File: src/rtl/core_pkg.sv
// core_pkg
//   Shared types and constants for the commit stage and its register file.
//   commit_slot_t  : one retiring ROB entry as seen by the commit stage
//   commit_state_e : commit FSM states (RUN, FLUSH, DRAIN)
//   XLEN, NUM_AREGS: default datapath width and architectural register count
package core_pkg;

  localparam int XLEN      = 32;
  localparam int NUM_AREGS = 32;
  localparam int RD_W      = 5;

  typedef struct packed {
    logic [RD_W-1:0] rd;
    logic            rd_we;
    logic [XLEN-1:0] data;
    logic            exc;
    logic [XLEN-1:0] pc;
  } commit_slot_t;

  typedef enum logic [1:0] {
    RUN   = 2'd0,
    FLUSH = 2'd1,
    DRAIN = 2'd2
  } commit_state_e;

endpackage

File: src/rtl/arch_reg_file.sv
// arch_reg_file
//   Architectural register file, NUM_AREGS x XLEN, register 0 hardwired to zero.
//   Ports:
//     clk, rst          : clock, asynchronous active-high reset (clears all regs)
//     wr_en   [NW]      : per-port write enable, port NW-1 has highest priority
//     wr_addr [NW*5]    : per-port destination register
//     wr_data [NW*XLEN] : per-port write data
//     rd_addr [NR*5]    : read addresses
//     rd_data [NR*XLEN] : combinational read data, no write bypass
module arch_reg_file
  import core_pkg::*;
#(
  parameter int NUM_WR_PORTS = 2,
  parameter int NUM_RD_PORTS = 2,
  parameter int XLEN_P       = XLEN,
  parameter int NUM_REGS     = NUM_AREGS
) (
  input  logic                            clk,
  input  logic                            rst,
  input  logic [NUM_WR_PORTS-1:0]         wr_en,
  input  logic [NUM_WR_PORTS*RD_W-1:0]    wr_addr,
  input  logic [NUM_WR_PORTS*XLEN_P-1:0]  wr_data,
  input  logic [NUM_RD_PORTS*RD_W-1:0]    rd_addr,
  output logic [NUM_RD_PORTS*XLEN_P-1:0]  rd_data
);

  logic [XLEN_P-1:0] regs_q [NUM_REGS];
  logic [XLEN_P-1:0] regs_d [NUM_REGS];

  // Ports are applied oldest to youngest so the youngest write to a
  // register overrides older ones in the same cycle.
  always_comb begin
    for (int r = 0; r < NUM_REGS; r++) begin
      regs_d[r] = regs_q[r];
    end
    for (int i = 0; i < NUM_WR_PORTS; i++) begin
      if (wr_en[i] && (wr_addr[i*RD_W +: RD_W] != '0) &&
          (int'(wr_addr[i*RD_W +: RD_W]) < NUM_REGS)) begin
        regs_d[wr_addr[i*RD_W +: RD_W]] = wr_data[i*XLEN_P +: XLEN_P];
      end
    end
    regs_d[0] = '0;
  end

  always_ff @(posedge clk or posedge rst) begin
    if (rst) begin
      for (int r = 0; r < NUM_REGS; r++) begin
        regs_q[r] <= '0;
      end
    end else begin
      for (int r = 0; r < NUM_REGS; r++) begin
        regs_q[r] <= regs_d[r];
      end
    end
  end

  always_comb begin
    rd_data = '0;
    for (int p = 0; p < NUM_RD_PORTS; p++) begin
      if ((rd_addr[p*RD_W +: RD_W] != '0) &&
          (int'(rd_addr[p*RD_W +: RD_W]) < NUM_REGS)) begin
        rd_data[p*XLEN_P +: XLEN_P] = regs_q[rd_addr[p*RD_W +: RD_W]];
      end
    end
  end

endmodule

File: src/rtl/rob_commit_stage.sv
// rob_commit_stage
//   Retires up to RETIRE_WIDTH in-order ROB entries per cycle into the
//   architectural register file it owns, and turns an excepting entry into a
//   one-cycle flush pulse with redirect to EXC_VECTOR followed by a drain
//   window during which nothing is accepted.
//   Ports:
//     clk, rst            : clock, asynchronous active-high reset
//     in_valid/in_ready   : per-slot valid (slot 0 oldest), stage ready
//     in_rd/in_rd_we/in_data/in_exc/in_pc : packed per-slot entry fields
//     rd_addr/rd_data     : combinational A-REG read ports (reg 0 reads 0)
//     flush/redirect_pc   : flush pulse and fetch target while flush=1
//     epc                 : PC of the most recent excepting entry
//     commit_cnt          : registered number of slots committed last edge
//   Optional build macro COMMIT_PERF_CNT_EN adds perf_retired (64b) and
//   perf_flushes (32b) wrapping event counters.
module rob_commit_stage
  import core_pkg::*;
#(
  parameter int              RETIRE_WIDTH = 2,
  parameter int              XLEN_P       = XLEN,
  parameter int              NUM_REGS     = NUM_AREGS,
  parameter int              NUM_RD_PORTS = 2,
  parameter int              FLUSH_CYCLES = 3,
  parameter logic [XLEN-1:0] EXC_VECTOR   = 32'h0000_0100
) (
  input  logic                                  clk,
  input  logic                                  rst,
  input  logic [RETIRE_WIDTH-1:0]               in_valid,
  output logic                                  in_ready,
  input  logic [RETIRE_WIDTH*RD_W-1:0]          in_rd,
  input  logic [RETIRE_WIDTH-1:0]               in_rd_we,
  input  logic [RETIRE_WIDTH*XLEN-1:0]          in_data,
  input  logic [RETIRE_WIDTH-1:0]               in_exc,
  input  logic [RETIRE_WIDTH*XLEN-1:0]          in_pc,
  input  logic [NUM_RD_PORTS*RD_W-1:0]          rd_addr,
  output logic [NUM_RD_PORTS*XLEN-1:0]          rd_data,
  output logic                                  flush,
  output logic [XLEN-1:0]                       redirect_pc,
  output logic [XLEN-1:0]                       epc,
  output logic [$clog2(RETIRE_WIDTH+1)-1:0]     commit_cnt
`ifdef COMMIT_PERF_CNT_EN
  ,
  output logic [63:0]                           perf_retired,
  output logic [31:0]                           perf_flushes
`endif
);

  localparam int CW  = $clog2(RETIRE_WIDTH + 1);
  localparam int DCW = (FLUSH_CYCLES > 1) ? $clog2(FLUSH_CYCLES) : 1;

  commit_state_e      state_q, state_d;
  logic [DCW-1:0]     drain_cnt_q, drain_cnt_d;
  logic [XLEN-1:0]    epc_q, epc_d;
  logic [CW-1:0]      commit_cnt_q, commit_cnt_d;

  commit_slot_t       slot [RETIRE_WIDTH];
  logic [RETIRE_WIDTH-1:0]      commit_mask;
  logic [RETIRE_WIDTH-1:0]      wr_en;
  logic [RETIRE_WIDTH*RD_W-1:0] wr_addr;
  logic [RETIRE_WIDTH*XLEN-1:0] wr_data;
  logic                         exc_hit;
  logic [XLEN-1:0]              exc_pc;

  // Unpack the flat slot buses into per-slot entries.
  always_comb begin
    for (int i = 0; i < RETIRE_WIDTH; i++) begin
      slot[i].rd    = in_rd[i*RD_W +: RD_W];
      slot[i].rd_we = in_rd_we[i];
      slot[i].data  = in_data[i*XLEN +: XLEN];
      slot[i].exc   = in_exc[i];
      slot[i].pc    = in_pc[i*XLEN +: XLEN];
    end
  end

  // Only the contiguous valid prefix from slot 0 is accepted. The first
  // accepted excepting slot and everything younger are discarded, so the
  // exception flag is raised before deciding whether that slot commits.
  always_comb begin
    logic prefix_ok;
    prefix_ok    = in_ready;
    exc_hit      = 1'b0;
    exc_pc       = '0;
    commit_mask  = '0;
    commit_cnt_d = '0;
    for (int i = 0; i < RETIRE_WIDTH; i++) begin
      prefix_ok = prefix_ok & in_valid[i];
      if (prefix_ok && slot[i].exc && !exc_hit) begin
        exc_hit = 1'b1;
        exc_pc  = slot[i].pc;
      end
      commit_mask[i] = prefix_ok & ~exc_hit;
      if (commit_mask[i]) begin
        commit_cnt_d = commit_cnt_d + CW'(1);
      end
    end
  end

  always_comb begin
    wr_en   = '0;
    wr_addr = '0;
    wr_data = '0;
    for (int i = 0; i < RETIRE_WIDTH; i++) begin
      wr_en[i]                = commit_mask[i] & slot[i].rd_we;
      wr_addr[i*RD_W +: RD_W] = slot[i].rd;
      wr_data[i*XLEN +: XLEN] = slot[i].data;
    end
  end

  arch_reg_file #(
    .NUM_WR_PORTS (RETIRE_WIDTH),
    .NUM_RD_PORTS (NUM_RD_PORTS),
    .XLEN_P       (XLEN),
    .NUM_REGS     (NUM_REGS)
  ) u_arf (
    .clk     (clk),
    .rst     (rst),
    .wr_en   (wr_en),
    .wr_addr (wr_addr),
    .wr_data (wr_data),
    .rd_addr (rd_addr),
    .rd_data (rd_data)
  );

  // FSM state register plus the commit-side status registers.
  always_ff @(posedge clk or posedge rst) begin
    if (rst) begin
      state_q      <= RUN;
      drain_cnt_q  <= '0;
      epc_q        <= '0;
      commit_cnt_q <= '0;
    end else begin
      state_q      <= state_d;
      drain_cnt_q  <= drain_cnt_d;
      epc_q        <= epc_d;
      commit_cnt_q <= commit_cnt_d;
    end
  end

  // Next state. DRAIN holds for FLUSH_CYCLES-1 down to 0 inclusive, which
  // together with the single FLUSH cycle keeps in_ready low for
  // 1+FLUSH_CYCLES cycles.
  always_comb begin
    state_d     = state_q;
    drain_cnt_d = drain_cnt_q;
    epc_d       = exc_hit ? exc_pc : epc_q;
    case (state_q)
      RUN: begin
        if (exc_hit) state_d = FLUSH;
      end
      FLUSH: begin
        drain_cnt_d = DCW'(FLUSH_CYCLES - 1);
        state_d     = DRAIN;
      end
      DRAIN: begin
        if (drain_cnt_q == '0) state_d = RUN;
        else drain_cnt_d = drain_cnt_q - DCW'(1);
      end
      default: state_d = RUN;
    endcase
  end

  always_comb begin
    in_ready    = (state_q == RUN);
    flush       = (state_q == FLUSH);
    redirect_pc = (state_q == FLUSH) ? EXC_VECTOR : '0;
  end

  assign epc        = epc_q;
  assign commit_cnt = commit_cnt_q;

`ifdef COMMIT_PERF_CNT_EN
  logic [63:0] perf_retired_q, perf_retired_d;
  logic [31:0] perf_flushes_q, perf_flushes_d;

  // Both counters wrap naturally on overflow.
  always_comb begin
    perf_retired_d = perf_retired_q + 64'(commit_cnt_q);
    perf_flushes_d = perf_flushes_q + {31'd0, flush};
  end

  always_ff @(posedge clk or posedge rst) begin
    if (rst) begin
      perf_retired_q <= '0;
      perf_flushes_q <= '0;
    end else begin
      perf_retired_q <= perf_retired_d;
      perf_flushes_q <= perf_flushes_d;
    end
  end

  assign perf_retired = perf_retired_q;
  assign perf_flushes = perf_flushes_q;
`endif

endmodule

File: config.mk
export PLATFORM = sky130hd
export DESIGN_NAME = rob_commit_stage
export DESIGN_NICKNAME = d
export VERILOG_FILES = /design/src/rtl/core_pkg.sv /design/src/rtl/arch_reg_file.sv /design/src/rtl/rob_commit_stage.sv
export SDC_FILE = /design/constraint.sdc
export NUM_CORES = 2
export LEC_CHECK = 0
export ABC_CLOCK_PERIOD_IN_PS = 26700
export BUFFER_PORTS_ARGS = -buffer_cell sky130_fd_sc_hd__buf_4
export CAP_MARGIN = 30
export CORE_MARGIN = 4
export CORE_UTILIZATION = 30
export DETAILED_ROUTE_END_ITERATION = 7
export SYNTH_ARGS = -nofsm -noshare
export SYNTH_HDL_FRONTEND = slang
export SYNTH_HIERARCHICAL = 1
export SYNTH_SLANG_ARGS = --single-unit
File: constraint.sdc
create_clock -name clk -period 26.7 [get_ports clk]
set_input_delay 0 -clock clk [delete_from_list [all_inputs] [get_ports clk]]
set_output_delay 0 -clock clk [all_outputs]
set_load 0.02 [all_outputs]
Word-level counts from Yosys, hierarchy flattened
Cells that the tools add are included.

Register bits after elaboration: 1030. Bits of input ports: 156. Output and inout bits: 132. Word-level logic and storage cells: 105.

Add/subtract/negate cells: 2. $lt $le $gt $ge: 6. Equal/unequal tests: 5. Multiplexer cells: 28. Bitwise operators: 12. Reduce and logical (&&, ||, !) cells: 17.

Operators by type and width (number): 1024-bit bitwise mux (2); 1024-bit two-way mux (1); 992-bit two-way mux (1); 32-bit binary-select mux with 5-bit select (2); 32-bit demux with 5-bit select (2); 32-bit two-way mux (10); 6-bit >= comparator (second input constant) (4); 5-bit inverter with 6-bit output (4); 5-bit nonzero test (4); 6-bit by 1-bit less-than comparator with 1-bit output (second input constant) (2); 9-bit two-way mux (1); 2-bit two-way mux (4); 1-bit logical AND (7); 1-bit bitwise AND (6); 2-bit case mux with 3 select lines (1); 2-bit logical NOT (2); 2-bit != test (second input constant) (2); 2-bit case mux with 2 select lines (1); 2-bit AND reduction (2); 1-bit two-way mux (3); 2-bit by 1-bit adder with 2-bit output (second input constant) (1); 2-bit by 1-bit == test with 1-bit output (second input constant) (1); 2-bit == test (second input constant) (1); 2-bit by 1-bit != test with 1-bit output (second input constant) (1); other kinds (4) (5).

Logic depth before layout (Yosys ltp)
Depth after elaboration: 12. Mapped depth: 10.

By module
Netlist, hierarchy kept.

Modules (own cells, without submodules): arch_reg_file (times used 1, cells each 6408, area each 62862.8 um^2, sequential area each 24823.8 um^2); rob_commit_stage (times used 1, cells each 172, area each 1984.4 um^2, sequential area each 950.9 um^2).

Least setup slack after synthesis
No wires, ideal clock.

Path type: reg-to-reg. Start: register state_q[1]. End: register u_arf/regs_q[66] (netlist bit). Library setup time: 137 ps. Arrival: 2164 ps. Required time: 26563 ps. Path slack: 24399 ps. Stages on the path, launching flop included: 10. Cell sequence: dfrtp_1 buf_4 nor4b_4 and2_1 buf_4 nand2_2 nor4b_4 buf_6 mux2i_1 a21oi_1.

RTL lines: start, declared (line rob_commit_stage.sv:51) `commit_state_e state_q, state_d;`; start signal, assigned (line rob_commit_stage.sv:132) `state_q <= state_d;`; end signal, assigned by index (line arch_reg_file.sv:52) `regs_q[r] <= regs_d[r];`; end, declared (line arch_reg_file.sv:27) `logic [XLEN_P-1:0] regs_q [NUM_REGS];`.

==> flow_metrics.py <==
metrics = {
    "run_status": {
        "status": "finished, final reports clean",
    },
    "timing": {
        "hold_viol_final": 0,
        "tightest_slew_ns": 1.12,
        "final.setup.tns_ns": 0,
        "finalWorstSetupSlack_ns": 22.15,
        "finalCriticalPeriod_ns": 4.55,
        "setup_viol": 0,
        "final_max_slew_viol_count": 0,
        "rsz0062_at_grt": "false",
        "fmax_mhz": 220,
        "max_slew_margin_pct": 25.2,
        "clock_skew_ns": 0.0431,
        "min_period_over_period_pct": 17.0,
    },
    "routing": {
        "drt_iter0_drc": 7388,
        "postRouteAntennaNets": 0,
        "totalWireLength_mm": 270,
        "dr.pass1.iters": 6,
        "via_per_inst": 5.87,
        "route.detailed.drc": 0,
        "wl_per_cell_um": 28.4,
        "vias": 55800,
    },
    "pwr": {
        "power.switching_mw": 1.45,
        "clock_power_share_pct": 37.9,
        "swShare_pct": 30.9,
        "p_int_mw": 3.25,
        "max-vdd-ir-drop_v": 0.0000618,
        "p_leak_nw": 35.6,
        "seq_power_share_pct": 41.6,
        "power_density_nw_per_um2": 62.5,
        "pwr-share-comb_pct": 20.5,
    },
    "yosys": {
        "synth-async-reset-ratio_pct": 100,
        "synth-edff-count": 0,
        "synthFlopType": "dfrtp_1",
        "synthMuxAreaShare_pct": 30.0,
        "yosys.cell_types.count": 58,
        "mappedNetlistArea_sq_um": 64800,
        "ys_warn_count": 6,
        "synth_simple_gate_area_share_pct": 9.57,
        "syn_avg_cell_area_sq_um": 9.86,
        "yosysSeqAreaShare_pct": 39.7,
        "synthAdderAreaFrac_pct": 0.0386,
        "synth_compound_area_share_pct": 14.4,
        "synth_top_family_by_area": "multiplexers",
        "yosys.area_share.xor_xnor_pct": 0,
        "syn_inst": 6580,
        "ys_ff_latch": 1030,
    },
    "worst_hold_path": {
        "hp-class": "in -> reg",
        "hold_depth": 4,
        "hold_start": "in_pc[4]",
        "holdPathEnd": "epc[4]",
    },
    "clock_network": {
        "numCtsBuffers": 118,
        "clockBufferDepth": 3,
        "h-tree-depth": 3,
        "cts_tree": "done",
        "cts_resized": 0,
        "clk_latency_ns": 0.79,
        "clk_transition_reported_paths_ns": 0.06,
        "cts_root_buffer": "clkbuf_16",
        "cts.sinks": 1030,
    },
    "grt": {
        "met1_usage_pct": 30.2,
        "grtUsageMet3_pct": 6.83,
        "grt_pass1_wl_mm": 384,
        "grt_antenna_before_repair": 23,
        "busiest_layer": "met2",
        "met2_usage_pct": 34.5,
        "grt_max_degree": 162,
        "grt_util_all_layers_pct": 23.0,
        "gr-total-overflow": 0,
        "grt_pass1_vias": 53800,
    },
    "die": {
        "die_area_sq_um": 224000,
        "start_util_pct": 30.2,
        "die_w_um": 473,
        "io_pins": 288,
        "die_h_um": 473,
        "core-area_sq_um": 215000,
        "placementRows": 170,
    },
    "setup_path": {
        "worstPathArrival_ns": 5.23,
        "crit_slowest_cell": "nor2_4",
        "cp-end-kind": "flip-flop",
        "rr_endpoint": "u_arf/regs_q[661]",
        "r2r.worst_path.cells": 8,
        "crit_path_cell_trace": "nor4b_4 -> and3b_1 -> and2_1 -> nand3_1 -> nor2_4 -> buf_4 -> o21ai_0 -> dlygate4sd3_1",
        "reg2reg_from": "state_q[1]",
        "worstPathMaxFanout": 33,
        "cpPeakStageDelay_ns": 0.90,
        "crit_path_start_kind": "flip-flop",
        "crit_type": "reg -> reg",
        "worst_ep_required_time_ns": 27.38,
        "r2r_slack_ns": 22.15,
    },
    "cells_and_area": {
        "final_nets": 6730,
        "utilization_pct": 35.0,
        "layout-drive-gt1-share_pct": 13.6,
        "syn_to_final_growth_pct": 16.0,
    },
    "placed_design": {
        "portBuffers": 256,
        "routabilityCongestion": 0.844,
        "dp_slack_ns": 22.50,
        "dpl.hpwl_mm": 154,
    },
    "run": {
        "maxCapViolCount": 0,
    },
}
## registers in the layout, indices dropped and copies added (netlist names)
signal,count
drain_cnt_q,2
state_q,2
commit_cnt,2
u_arf/regs_q,992
epc,32
## worst max path at each step
stage	from	end	slack (ns)
floorplan	rst	u_arf/regs_q[0]	13.03
global placement	rd_addr[0]	rd_data[7]	22.54
detailed placement	rd_addr[0]	rd_data[4]	22.50
CTS	state_q[1]	u_arf/regs_q[661]	22.23
global route	state_q[1]	u_arf/regs_q[661]	21.95
finish	state_q[1]	u_arf/regs_q[661]	22.15
## kinds of logic (layout without fill, tap and decap cells)
logic type	count (synthesis)	in the layout
buffers and inverters	792	851
flip-flops	1030	1030
AND/OR/NAND/NOR	1387	1387
AO/OA/AOI/OAI	1590	1590
other	1	38
multiplexers	1778	1778
adder cells (fa/ha/maj)	2	2
## what timing repair did
item	CTS	global route
setup buffers	0	0
setup endpoints to repair	0	0
hold buffers	227	0
hold endpoints to repair	1102	0
## layout by cell type, fill, tap and decap left out, types with 15 or more instances in the layout
master         count
nor2_4            16
nor3_1           162
o21ai_0          362
buf_16            27
a21oi_1          640
nor4_1            17
nand2_1          385
nor2_1           613
dfrtp_1         1030
mux2i_1         1586
mux2_2            64
o21ai_1           23
a221o_1           96
a22o_1            32
dlygate4sd3_1    227
conb_1            31
buf_4            352
a22oi_1           64
a31oi_1           33
nand2_4           18
clkbuf_16        118
a32oi_1           47
and2_1            36
buf_12            15
nor2b_1           37
clkbuf_8          26
a211oi_1          32
mux4_2           128
nor4_2            15
o22ai_1          257
clkinv_2          23
## power groups by stage
stage               clock network [mW]  registers [mW]  logic, mW
floorplan                            0            1.95      0.606
CTS                               1.80            1.94      0.945
global route                      1.86            1.98       1.03
finish                            1.78            1.96      0.965
detailed placement                   0            1.97      0.880
global placement                     0            1.96      0.854
## critical path: cells and delay by family, from the launching register on
kind            cells  cell delay (ns)
compound gates      1             0.19
buf+inv             2             1.22
flops               1             0.53
simple gates        5             2.45
## Yosys cell counts, types with 3 or more instances
cell	number	area share, %
a211oi_1	32	0.37
mux2i_1	1586	24
nor3_1	162	1.3
a32oi_1	47	0.63
nand2_1	410	2.4
o22ai_1	257	2.5
buf_1	21	0.12
buf_6	53	0.92
nor3b_2	3	0.058
nand2_2	6	0.058
inv_1	7	0.041
mux2_2	64	1.1
mux4_2	128	4.4
a221o_1	96	1.5
a22oi_1	64	0.74
nand3_1	8	0.062
and3b_1	10	0.14
nor2_1	613	3.5
or2_2	3	0.029
or3b_1	3	0.041
and3_1	7	0.068
a22o_1	32	0.43
buf_8	3	0.069
nor4_2	15	0.29
dfrtp_1	1030	40
clkbuf_1	438	2.5
o21ai_1	23	0.18
nor2_2	17	0.16
nand2b_1	8	0.077
buf_4	96	1.1
a31oi_1	33	0.32
nor2b_1	41	0.40
nor4_1	17	0.16
buf_2	172	1.3
a21oi_1	641	4.9
and2_1	38	0.37
o21ai_0	362	2.8
nand3b_1	7	0.081
## per-layer routing
layer,vias up,part of all wire (%)
met4,11,5.4
met1,27700,40
met2,3436,44
met5,-,0.088
met3,759,11
li1,23900,-
## per-stage QoR
| step | hold slack (ns) | instances | power (mW) | instance area, sq um |
|---|---|---|---|---|
| global placement | -0.0109 | 9024 | 2.81 | 67800 |
| finish | 0.0447 | 9514 | 4.70 | 75200 |
| detailed placement | -0.00564 | 9052 | 2.85 | 68500 |
| global route | 0.0504 | 9512 | 4.87 | 75200 |
| floorplan | 0.145 | 6610 | 2.56 | 65000 |
| CTS | 0.000219 | 9496 | 4.69 | 74900 |
## final cells by class
type / instances / area [sq um]
Fill cell: 21300 / 140000
Multi-Input combinational cell: 4788 / 35600
Sequential cell: 1030 / 25800
Timing Repair Buffer: 627 / 6030
Tap cell: 2838 / 3550
Clock buffer: 158 / 3360
Clock inverter: 59 / 838
Inverter: 7 / 30.0
Antenna cell: 7 / 17.5
No activity file was read; power rests on OpenSTA's default activity.
